File: config.mk
export PLATFORM = sky130hd
export DESIGN_NAME = deinterleaver
export DESIGN_NICKNAME = d
export VERILOG_FILES = /design/src/rtl/codec_pkg.sv /design/src/rtl/sdp_ram.sv /design/src/rtl/deinterleaver.sv
export SDC_FILE = /design/constraint.sdc
export NUM_CORES = 1
export LEC_CHECK = 0
export ABC_CLOCK_PERIOD_IN_PS = 2700
export BUFFER_PORTS_ARGS = -buffer_cell sky130_fd_sc_hd__buf_2
export CORE_MARGIN = 2
export CORE_UTILIZATION = 35
export CTS_CLUSTER_DIAMETER = 30
export DETAILED_ROUTE_END_ITERATION = 7
export GPL_TIMING_DRIVEN = 0
export SLEW_MARGIN = 20
export SYNTH_ARGS = -nofsm -noshare
export SYNTH_HDL_FRONTEND = slang
export SYNTH_SLANG_ARGS = --single-unit
File: constraint.sdc
create_clock -name i_clk -period 2.7 [get_ports i_clk]
set_clock_uncertainty 0.1 [all_clocks]
set_input_delay 0.54 -clock i_clk [delete_from_list [all_inputs] [get_ports i_clk]]
set_output_delay 0.54 -clock i_clk [all_outputs]
set_load 0.01 [all_outputs]
File: src/rtl/codec_pkg.sv
// Shared definitions for the symbol-stream codec chain.
//   DEF_ROWS / DEF_COLS : default interleaver matrix geometry
//   rd_state_t          : read-side state encoding for frame buffers
//   itl_index()         : original symbol index held at interleaved position k
package codec_pkg;

  localparam int unsigned DEF_ROWS = 4;
  localparam int unsigned DEF_COLS = 8;

  typedef enum logic {
    RD_IDLE = 1'b0,
    RD_READ = 1'b1
  } rd_state_t;

  // Row-major write / column-major read: position k carries original index
  // (k mod rows)*cols + k div rows.
  function automatic int unsigned itl_index(input int unsigned k,
                                            input int unsigned rows,
                                            input int unsigned cols);
    return (k % rows) * cols + k / rows;
  endfunction

endpackage

File: src/rtl/sdp_ram.sv
// Simple dual-port RAM: one write port, one synchronous read port with a
// single cycle of latency. The read data register has a synchronous reset
// (maps onto the BRAM output-register reset); the array itself is not reset.
//   clk   : clock
//   rst   : synchronous active-high reset of the read data register
//   we    : write enable
//   waddr : write address
//   wdata : write data
//   re    : read enable
//   raddr : read address
//   rdata : registered read data
module sdp_ram #(
  parameter int unsigned DEPTH = 64,
  parameter int unsigned WIDTH = 8,
  localparam int unsigned AW   = (DEPTH > 1) ? $clog2(DEPTH) : 1
) (
  input  logic             clk,
  input  logic             rst,
  input  logic             we,
  input  logic [AW-1:0]    waddr,
  input  logic [WIDTH-1:0] wdata,
  input  logic             re,
  input  logic [AW-1:0]    raddr,
  output logic [WIDTH-1:0] rdata
);

  logic [WIDTH-1:0] mem [DEPTH];

  always_ff @(posedge clk) begin
    if (we) mem[waddr] <= wdata;
  end

  always_ff @(posedge clk) begin
    if (rst)     rdata <= '0;
    else if (re) rdata <= mem[raddr];
  end

endmodule

File: src/rtl/deinterleaver.sv
// Block deinterleaver: inverse of the row/column block interleaver.
// Interleaved ROWS*COLS-symbol frames are written into one bank of a
// ping-pong buffer at their original positions while the other bank is read
// out in linear order.
//   i_clk  : clock
//   i_rst  : synchronous reset, active-high
//   i_data : interleaved input symbol (sampled when i_dv=1)
//   i_dv   : input symbol valid, at most one per cycle, no backpressure
//   o_data : deinterleaved output symbol
//   o_dv   : output symbol valid, N consecutive cycles per frame
//   o_sof  : marks the first output symbol of each frame
module deinterleaver
  import codec_pkg::*;
#(
  parameter int unsigned DATA_WIDTH = 8,
  parameter int unsigned ROWS       = DEF_ROWS,
  parameter int unsigned COLS       = DEF_COLS
) (
  input  logic                  i_clk,
  input  logic                  i_rst,
  input  logic [DATA_WIDTH-1:0] i_data,
  input  logic                  i_dv,
  output logic [DATA_WIDTH-1:0] o_data,
  output logic                  o_dv,
  output logic                  o_sof
);

  localparam int unsigned N  = ROWS * COLS;
  localparam int unsigned AW = (N > 1) ? $clog2(N) : 1;
  localparam int unsigned RW = (ROWS > 1) ? $clog2(ROWS) : 1;
  localparam int unsigned CW = (COLS > 1) ? $clog2(COLS) : 1;
  // Bank select is the address MSB, so each bank spans 2**AW words
  // (exactly N when N is a power of two).
  localparam int unsigned DEPTH = 2 * (2 ** AW);

  logic [RW-1:0] wr_row;
  logic [CW-1:0] wr_col;
  logic [AW-1:0] wr_addr;
  logic          wr_sel;
  logic [1:0]    full;
  logic          rd_sel;
  logic [AW-1:0] rd_addr;
  rd_state_t     state;

  logic          row_wrap;
  logic          wr_last;
  logic          rd_en;
  logic          rd_last;
  logic [1:0]    full_set;
  logic [1:0]    full_clr;

  always_comb begin
    row_wrap = (wr_row == RW'(ROWS - 1));
    wr_last  = i_dv && row_wrap && (wr_col == CW'(COLS - 1));
    // The first read of a frame is issued in IDLE in the same cycle the full
    // flag is seen, which keeps the post-frame latency at two cycles.
    rd_en    = (state == RD_READ) || full[rd_sel];
    rd_last  = rd_en && (rd_addr == AW'(N - 1));
    full_set = '0;
    full_clr = '0;
    if (wr_last) full_set[wr_sel] = 1'b1;
    if (rd_last) full_clr[rd_sel] = 1'b1;
  end

  // Write address = row*COLS + col, built incrementally without a multiplier.
  always_ff @(posedge i_clk) begin
    if (i_rst) begin
      wr_row  <= '0;
      wr_col  <= '0;
      wr_addr <= '0;
      wr_sel  <= 1'b0;
    end else if (i_dv) begin
      if (row_wrap) begin
        wr_row <= '0;
        if (wr_col == CW'(COLS - 1)) begin
          wr_col  <= '0;
          wr_addr <= '0;
          wr_sel  <= ~wr_sel;
        end else begin
          wr_col  <= wr_col + CW'(1);
          wr_addr <= AW'(wr_col) + AW'(1);
        end
      end else begin
        wr_row  <= wr_row + RW'(1);
        wr_addr <= wr_addr + AW'(COLS);
      end
    end
  end

  // Set and clear always target different banks, so both apply together.
  always_ff @(posedge i_clk) begin
    if (i_rst) full <= '0;
    else       full <= (full & ~full_clr) | full_set;
  end

  always_ff @(posedge i_clk) begin
    if (i_rst) begin
      state   <= RD_IDLE;
      rd_sel  <= 1'b0;
      rd_addr <= '0;
    end else if (rd_en) begin
      if (rd_last) begin
        rd_addr <= '0;
        rd_sel  <= ~rd_sel;
        state   <= full[~rd_sel] ? RD_READ : RD_IDLE;
      end else begin
        rd_addr <= rd_addr + AW'(1);
        state   <= RD_READ;
      end
    end
  end

  always_ff @(posedge i_clk) begin
    if (i_rst) begin
      o_dv  <= 1'b0;
      o_sof <= 1'b0;
    end else begin
      o_dv  <= rd_en;
      o_sof <= rd_en && (rd_addr == '0);
    end
  end

  sdp_ram #(
    .DEPTH (DEPTH),
    .WIDTH (DATA_WIDTH)
  ) u_ram (
    .clk   (i_clk),
    .rst   (i_rst),
    .we    (i_dv),
    .waddr ({wr_sel, wr_addr}),
    .wdata (i_data),
    .re    (rd_en),
    .raddr ({rd_sel, rd_addr}),
    .rdata (o_data)
  );

  a_no_overflow: assert property (@(posedge i_clk) disable iff (i_rst)
    i_dv |-> !full[wr_sel]);

  a_wr_map: assert property (@(posedge i_clk) disable iff (i_rst)
    i_dv |-> (32'(wr_addr) ==
              itl_index(32'(wr_col) * ROWS + 32'(wr_row), ROWS, COLS)));

endmodule

# After elaboration in Yosys (flattened, before gate mapping)
# Memory sizes are Yosys's and may differ from the RTL's. A register that Yosys moved wholly into a read port is not among the register bits.
# Cells that the tools add are included.
[totals]
register_bits = 22
input_bits = 11
out_inout_bits = 10
memories = 1
ramBits = 512
wordCells = 59
[op_classes]
bitwise_logic = 5
reduce_logical = 11
n_addsub = 5
n_mux = 19
order_cmp = 5
n_eq_ne = 3
[mem_list]
columns = ["memory", "depth", "word_bits", "rd", "rd_clocked_by_memory_dff", "write_ports", "line_no", "source"]
rows = [
  ["u_ram.mem", 64, 8, 1, 1, 1, "sdp_ram.sv:27", "logic [WIDTH-1:0] mem [DEPTH];"],
]
[op_table]
columns = ["op", "n"]
rows = [
  ["$mux 1", 10],
  ["$mux 5", 2],
  ["$logic_and 1x1->1", 6],
  ["$lt 1x2->1 const B", 3],
  ["$mux 2", 3],
  ["$add 5x1->5 const B", 1],
  ["$add 5x4->5 const B", 1],
  ["$eq 5x5->1 const B", 1],
  ["$logic_not 5->1", 1],
  ["$add 3x1->4 const B", 1],
  ["$mux 4", 1],
  ["$reduce_and 2->1", 2],
  ["$add 3x1->3 const B", 1],
  ["$eq 3x3->1 const B", 1],
  ["$mux 3", 1],
  ["$reduce_and 3->1", 1],
  ["$add 2x1->2 const B", 1],
  ["$and 2x2->2", 1],
  ["$demux 1 s1", 2],
  ["$eq 2x2->1 const B", 1],
  ["$ge 1x1->1 const B", 2],
  ["$not 1->1", 2],
  ["$not 2->2", 1],
  ["$or 2x2->2", 1],
  ["$logic_or 1x1->1", 1],
]

# Logic depth before layout (Yosys ltp)
# Gate-level depths: netlist of run 1.
[logic_depth]
word_depth = 8
ltp_mapped = 10
ltp_nobuf = 6

# Hierarchy
# Synthesis of run 1 repeated with hierarchy kept, for this count alone.
[hier_totals]
hier_cells = 1149
area_unflattened_um2 = 21206.6
[modules_own_cells]
columns = ["mod", "cells_each", "n_inst", "area_each_um2", "seq_area_each_um2"]
rows = [
  ["sdp_ram", 1039, 1, 20188.1, 15534.9],
  ["deinterleaver", 110, 1, 1018.5, 440.4],
]

# Least setup slack after synthesis of run 1
# No wires, ideal clock.
[synth_path]
path_kind = "register -> register"
start = "reg rd_addr[1]"
end = "reg u_ram.rdata[1], read port of u_ram.mem"
setup_time_ps = 117
path_buffers = 2
required_time_ps = 2483
t_arrival_ps = 2170
path_stages_with_launch = 8
setup_slack_ps = 313
synth_period_minus_slack_ps = 2387
cell_sequence = "dfxtp_1 > buf_4 > buf_1 > mux4_2 > a22oi_1 > a21oi_1 > or4b_1 > a32o_1"
[synth_lines]
columns = ["item", "line_no", "source"]
rows = [
  ["from (decl)", "deinterleaver.sv:42", "logic [AW-1:0] rd_addr;"],
  ["from (signal assigned)", "deinterleaver.sv:107", "rd_addr <= rd_addr + AW'(1);"],
  ["to (decl)", "sdp_ram.sv:24", "output logic [WIDTH-1:0] rdata"],
]

# Worst setup path in the final report of run 1
[layout_path]
start = "reg wr_addr[0]"
end = "mem u_ram.mem[23][5] (enable)"
[layout_lines]
columns = ["item", "line_no", "source"]
rows = [
  ["from (decl)", "deinterleaver.sv:38", "logic [AW-1:0] wr_addr;"],
  ["from (signal assigned)", "deinterleaver.sv:81", "wr_addr <= AW'(wr_col) + AW'(1);"],
  ["from (signal assigned)", "deinterleaver.sv:85", "wr_addr <= wr_addr + AW'(COLS);"],
  ["to (decl)", "sdp_ram.sv:27", ""],
]
# No word-level cell before the write port.

==> run_results.csv, run 1 <==
group,metric,value,unit
power_and_ir_drop,p_sw,4.32,mW
power_and_ir_drop,comb_power_share,0.013,
sta,rsz0062_at_grt,"yes",
worst_setup_path,start_kind,"flip-flop",
worst_setup_path,crit_arrival,2.98,ns
synthesis,synthTopCellsByArea,"edfxtp_1 (73%), mux4_2 (9.3%), dfxtp_1 (2.8%)",
clocking,path_clk_slew,0.06,ns
sta,slew_headroom,0.359,
finish,final_common_cell,"edfxtp_1",
sta,max_clock_freq,353,MHz
finish,fin_nets,1245,
die,die_y,250,um
power_and_ir_drop,p_per_area,822,nW/um2
place,port_buffers,20,
clocking,cts_tree,"yes",
global_route,grt_pass1_wl,74800,um
sta,fin_ws,-0.134,ns
sta,timing.final.crit_share,1.05,
synthesis,synth-main-ff-cell,"edfxtp_1",
place,post-place-cells,1920,
clocking,clk_path_buf_depth,3,
power_and_ir_drop,seqPwrFrac,0.434,
die,core,60000,um2
synthesis,yosysTopAreaCell,"edfxtp_1",
synthesis,syn-num-nets,1135,
routing,drtIter0Drc,1076,
synthesis,yosysSeqAreaShare,0.756,
worst_setup_path,worst-setup-path-type,"flip-flop to flip-flop",
synthesis,ys_types,50,
die,die-area,62300,um2
power_and_ir_drop,p_clk_frac,0.553,
die,die_x,250,um
clocking,insertion_delay,0.63,ns
sta,worstMarginPinSlew,0.957,ns
global_route,grt_max_degree,65,
power_and_ir_drop,ir_worst_vdd,0.523,mV
finish,final_area,25900,um2
routing,dr.pass1.iters,5,
worst_setup_path,rrSetupSlack,-0.13,ns
global_route,grt_pass1_vias,11200,
place,place_area,22200,um2
finish,area_growth,22.5,%
worst_setup_path,worstReg2RegStart,"wr_addr[0]",
finish,fin_cells,2086,
die,fp-row-count,90,
routing,drc_errors,0,
synthesis,syn_inst,1118,
clocking,cts-root-buf,"clkbuf_16",
power_and_ir_drop,p_sw_frac,0.203,
routing,antenna_left,0,
power_and_ir_drop,power.leakage,8.07,nW
place,place.gp.congestion,0.831,
worst_setup_path,r2r_cells,3,
finish,most-common-layout-cells,"edfxtp_1 (512), clkbuf_16 (91), mux4_2 (87), nor2_1 (79), mux2i_1 (56)",
global_route,grt.total_usage,0.163,
sta,final-setup-viol-count,32,
clocking,htree_levels,3,
synthesis,yosys_warnings,0,
sta,slew_violations,0,
worst_setup_path,rr_endpoint,"u_ram.mem[23][5]",
routing,wl_per_cell,24.4,um
global_route,antenna_found_initial,0,
clocking,post_cts_buffers,0,
clocking,clock_sinks,542,
synthesis,synth_area,21100,um2
worst_setup_path,critPathMaxFanout,10,
synthesis,synth-edff-count,512,
status,status,"finished with violations",
worst_setup_path,end_kind,"flip-flop",
sta,finalHoldViolations,0,
worst_setup_path,cp-startpoint,"wr_addr[0]",
clocking,cts_buffers,90,
finish,drive_gt1_frac,0.295,
power_and_ir_drop,power.internal,16.9,mW
synthesis,ys_ff_latch,542,
min_path,hold_path.class,"input pin to flip-flop",
global_route,grt.overflow.total,0,
routing,via_per_inst,5.31,
clocking,hold_buffers,0,
worst_setup_path,required,2.84,ns
place,pre_cts_ws,-0.599,ns
die,start_util,0.352,
synthesis,yosys.area.top_type_share,0.728,
sta,timing.final.crit_period,2.83,ns
place,dp_hpwl,31200,um
worst_setup_path,critical_path.endpoint,"u_ram.mem[23][5]",
synthesis,syn_area_per_cell,18.9,um2
routing,vias,11100,
synthesis,async_flop_share,0,
status,violations,"negative setup slack",
run,cap_violations,0,
die,ios,21,
routing,wirelength,50900,um
cell type report:
| cell class | instances | area, um2 |
|---|---|---|
| inverter | 7 | 26.3 |
| sequential | 542 | 16000 |
| clock buffer | 95 | 2290 |
| antenna | 1 | 2.50 |
| buffer | 66 | 573 |
| timing repair buffer | 20 | 120 |
| clock inverter | 72 | 883 |
| fill | 5189 | 34200 |
| multi-input combinational | 501 | 5010 |
| tap | 782 | 978 |
synthesized netlist by cell type (4+ instances only):
| cell type | count |
|---|---|
| a221oi_1 | 22 |
| buf_6 | 4 |
| nor2b_1 | 20 |
| or4b_1 | 6 |
| o22ai_1 | 10 |
| clkbuf_1 | 25 |
| mux2_2 | 19 |
| nor3_1 | 7 |
| buf_4 | 11 |
| edfxtp_1 | 512 |
| a211oi_1 | 11 |
| a21oi_1 | 27 |
| a22oi_1 | 27 |
| ha_1 | 6 |
| a32o_1 | 7 |
| nor2_1 | 87 |
| nand3_1 | 11 |
| a2111oi_0 | 11 |
| dfxtp_1 | 30 |
| inv_1 | 6 |
| o21ai_0 | 23 |
| mux2i_1 | 58 |
| buf_2 | 19 |
| nand4b_1 | 6 |
| mux4_2 | 87 |
| nand2_1 | 22 |
| nand2b_1 | 5 |
| buf_1 | 9 |
critical path, stage by stage (launching register included):
cell     delay (ns)
dfxtp_1        0.36
buf_1          0.45
nand4_1        0.68
nor2_1         0.85
sequential cells by signal, summed over array words and instances, names as in the netlist:
signal,flops
full,2
u_ram.mem,512
wr_sel,1
state,1
rd_addr,5
wr_col,3
wr_addr,5
rd_sel,1
o_sof,1
o_dv,1
wr_row,2
u_ram.rdata,8
kinds of logic (layout without fill, tap and decap cells):
kind of cell    Yosys count  count (layout)  synth area share
compound gates          147             147            0.0488
xor+xnor                  2               2          0.000829
fa+ha+maj                 6               6           0.00355
buf+inv                  75             260            0.0178
flops                   542             542             0.756
mux                     164             164             0.130
other cells               0               1                 0
simple gates            182             182            0.0424
what timing repair did:
action,4_1_cts,5_1_grt
setup endpoints to repair,86,66
pin swaps,1,4
resized for setup,82,58
stage by stage:
| stage | total power, mW | setup TNS (ns) | utilization | hold slack (ns) |
|---|---|---|---|---|
| 2_1_floorplan | 9.48 | 0 | - | 0.349 |
| 3_3_place_gp | 9.65 | -32.34 | 0.370 | 0.376 |
| 3_5_place_dp | 9.67 | -42.77 | 0.371 | 0.385 |
| 4_1_cts | 21.4 | -2.67 | 0.428 | 0.167 |
| 5_1_grt | 21.8 | -5.01 | 0.431 | 0.222 |
| 6_report | 21.3 | -3.43 | 0.431 | 0.209 |
worst min-delay path by stage:
stage / start / endpoint / slack, ns / cells past startpoint
global placement: wr_row[1] / wr_row[1] / 0.38 / 2
floorplan: full[1] / full[1] / 0.35 / 2
CTS: i_rst / state / 0.17 / 3
global route: i_rst / state / 0.22 / 3
finish: i_rst / state / 0.21 / 3
detailed placement: full[1] / full[1] / 0.38 / 2
power groups by stage:
stage	clock [mW]	combinational, mW	sequential, mW
2_1_floorplan	0	0.0786	9.40
3_3_place_gp	0	0.253	9.40
3_5_place_dp	0	0.268	9.40
4_1_cts	11.9	0.273	9.24
5_1_grt	12.3	0.296	9.23
6_report	11.8	0.275	9.24
routing by layer:
| metal | track usage | vias to the layer above | part of all wire |
|---|---|---|---|
| met1 | 0.218 | 5840 | 0.43 |
| met5 | 0 | - | 0 |
| li1 | - | 4826 | - |
| met3 | 0.0261 | 83 | 0.054 |
| met4 | 0.0608 | 0 | 0.026 |
| met2 | 0.270 | 328 | 0.49 |
(Power assumes the default switching activity.)
==> run 2: changes to the inputs <==
Settings changed: PLACE_DENSITY set to 0.48, REMOVE_ABC_BUFFERS set to 1, SKIP_LAST_GASP set to 1.
==> run 2 against run 1 <==
The flow still finishes with violations (negative setup slack). Combinational power down 7.3%. First-iteration DRC count down 21%. Design area up 3.3%. Via count down 0.19%. Cell count up 1.1%. Sequential cell count unchanged. Clock-buffer cell count up 37. Non-clock buffer count down 25.
==> run_results.csv, run 2 (synthesized netlist as in run 1, its figures left out) <==
group,metric,value,unit
worst_setup_path,crit_arrival,2.87,ns
routing,wl_per_cell,24.8,um
sta,max_clock_freq,368,MHz
finish,largest_registers,"u_ram.mem (512), u_ram.rdata (8)",
sta,tns,-0.0832,ns
routing,drtIter0Drc,849,
routing,vias,11100,
sta,slew_violations,0,
sta,rsz0062_at_grt,"yes",
status,status,"finished with violations",
finish,drive_gt1_frac,0.315,
finish,final_common_cell,"edfxtp_1",
sta,hold_ws,0.218,ns
worst_setup_path,rrSetupSlack,-0.02,ns
worst_setup_path,worstReg2RegStart,"wr_addr[1]",
global_route,grt.overflow.total,0,
worst_setup_path,required,2.86,ns
finish,fin_nets,1245,
status,violations,"negative setup slack",
worst_setup_path,rr_endpoint,"u_ram.mem[22][7]",
run,cap_violations,0,
finish,area_growth,26.5,%
finish,fill_cells,5165,
sta,final-setup-viol-count,8,
power_and_ir_drop,ir_worst_vdd,0.474,mV
finish,largest_reg_flops,512,
finish,top_register,"u_ram.mem",
place,place.gp.congestion,0.750,
sta,timing.final.crit_period,2.72,ns
place,post-place-cells,1865,
worst_setup_path,r2r_cells,3,
finish,most-common-layout-cells,"edfxtp_1 (512), clkbuf_16 (118), mux4_2 (87), nor2_1 (70), mux2i_1 (58)",
global_route,grt_max_degree,65,
worst_setup_path,critPathMaxFanout,13,
clocking,path_clk_slew,0.05,ns
clocking,cts-root-buf,"clkbuf_16",
min_path,min_from,"i_rst",
global_route,grt_pass1_wl,76100,um
clocking,cts_buffers,115,
finish,fin_cells,2108,
finish,seq_area,16000,um2
sta,worstMarginPinSlew,0.962,ns
global_route,grt.total_usage,0.167,
clocking,cts_tree,"yes",
die,start_util,0.352,
clocking,clk_path_buf_depth,3,
die,die_x,250,um
place,dp_hpwl,29000,um
die,die_y,250,um
place,place_area,22200,um2
routing,antenna_left,0,
die,die-area,62300,um2
routing,wirelength,52200,um
sta,finalHoldViolations,0,
finish,final_area,26700,um2
routing,dr.pass1.iters,5,
die,fp-row-count,90,
global_route,grt_pass1_vias,11400,
sta,slew_headroom,0.356,
worst_setup_path,start_kind,"flip-flop",
worst_setup_path,worst-setup-path-type,"flip-flop to flip-flop",
clocking,clock_sinks,542,
power_and_ir_drop,power.leakage,8.45,nW
clocking,htree_levels,3,
die,core,60000,um2
sta,fin_ws,-0.0173,ns
sta,timing.final.crit_share,1.01,
die,ios,21,
min_path,holdPathStages,2,
finish,final_core_util,0.445,
min_path,hold_path_end,"wr_col[2]",
clocking,insertion_delay,0.65,ns
global_route,antenna_found_initial,2,
routing,drc_errors,0,
min_path,hold_path.class,"input pin to flip-flop",
place,port_buffers,20,
finish,multi_input_area,5000,um2
routing,via_per_inst,5.24,
power_and_ir_drop,p_per_area,875,nW/um2
worst_setup_path,end_kind,"flip-flop",
## run 2: changes by cell type in the layout (fill, tap and decap cells not counted), moves of 6 or more
cell	before	now
buf_16	0	8
clkinv_4	11	5
nor2_2	7	16
buf_6	9	3
clkinv_2	15	23
buf_4	13	22
nor2_1	79	70
clkbuf_16	91	118
clkbuf_2	8	0
## run 2: report_power, final
group / leakage, nW / internal [mW] / switching (mW)
clock network: 1.88 / 9.43 / 4.45
logic: 1.71 / 0.0518 / 0.203
registers: 4.85 / 9.24 / 0.0137
## run 2: layout make-up
type                            instances  area share
Antenna cell                            1   0.0000936
Clock buffer                          132       0.111
Clock inverter                         82      0.0355
Inverter                                7    0.000983
Multi-Input combinational cell        501       0.187
Sequential cell                       542       0.598
Tap cell                              782      0.0366
Timing Repair Buffer                   61      0.0308
## run 2: repair_timing
item	in CTS	in global routing
hold buffers	0	0
pin swaps	0	1
gates cloned	4	3
gates resized for setup	27	31
setup buffers	7	14
setup endpoints to repair	58	120
## run 2: metrics by stage
stage / total power [mW] / setup slack, ns
after CTS: 23.6 / -0.0579
after detailed placement: 9.65 / -0.923
final: 23.4 / -0.0173
after global routing: 24.1 / -0.177
after floorplan: 9.47 / -4.21
after global placement: 9.65 / -7.99
## run 2: how the worst max path moves through the flow
stage,from,to,slack (ns),depth (start not counted)
floorplan,rd_addr[1],u_ram.rdata[0],-4.21,4
global placement,rd_addr[1],u_ram.rdata[2],-7.99,5
detailed placement,rd_addr[3],u_ram.rdata[2],-0.92,4
CTS,wr_addr[1],u_ram.mem[38][1],-0.06,3
global route,wr_addr[1],u_ram.mem[6][5],-0.18,3
finish,wr_addr[1],u_ram.mem[22][7],-0.02,3
## run 2: worst max-delay path, stage by stage, from the launching register on
cell and delay (ns):
dfxtp_1 0.64, nor2b_1 0.23, nand3_1 0.49, nor2_1 0.86
## run 2: routing by layer
layer | global-route usage | share of wire | vias to the layer above | routed length, um
met5 | 0 | 0 | - | 0
li1 | - | - | 4858 | -
met3 | 0.0321 | 0.052 | 83 | 2700
met4 | 0.0659 | 0.028 | 0 | 1480
met2 | 0.261 | 0.47 | 345 | 24400
met1 | 0.231 | 0.45 | 5770 | 23700
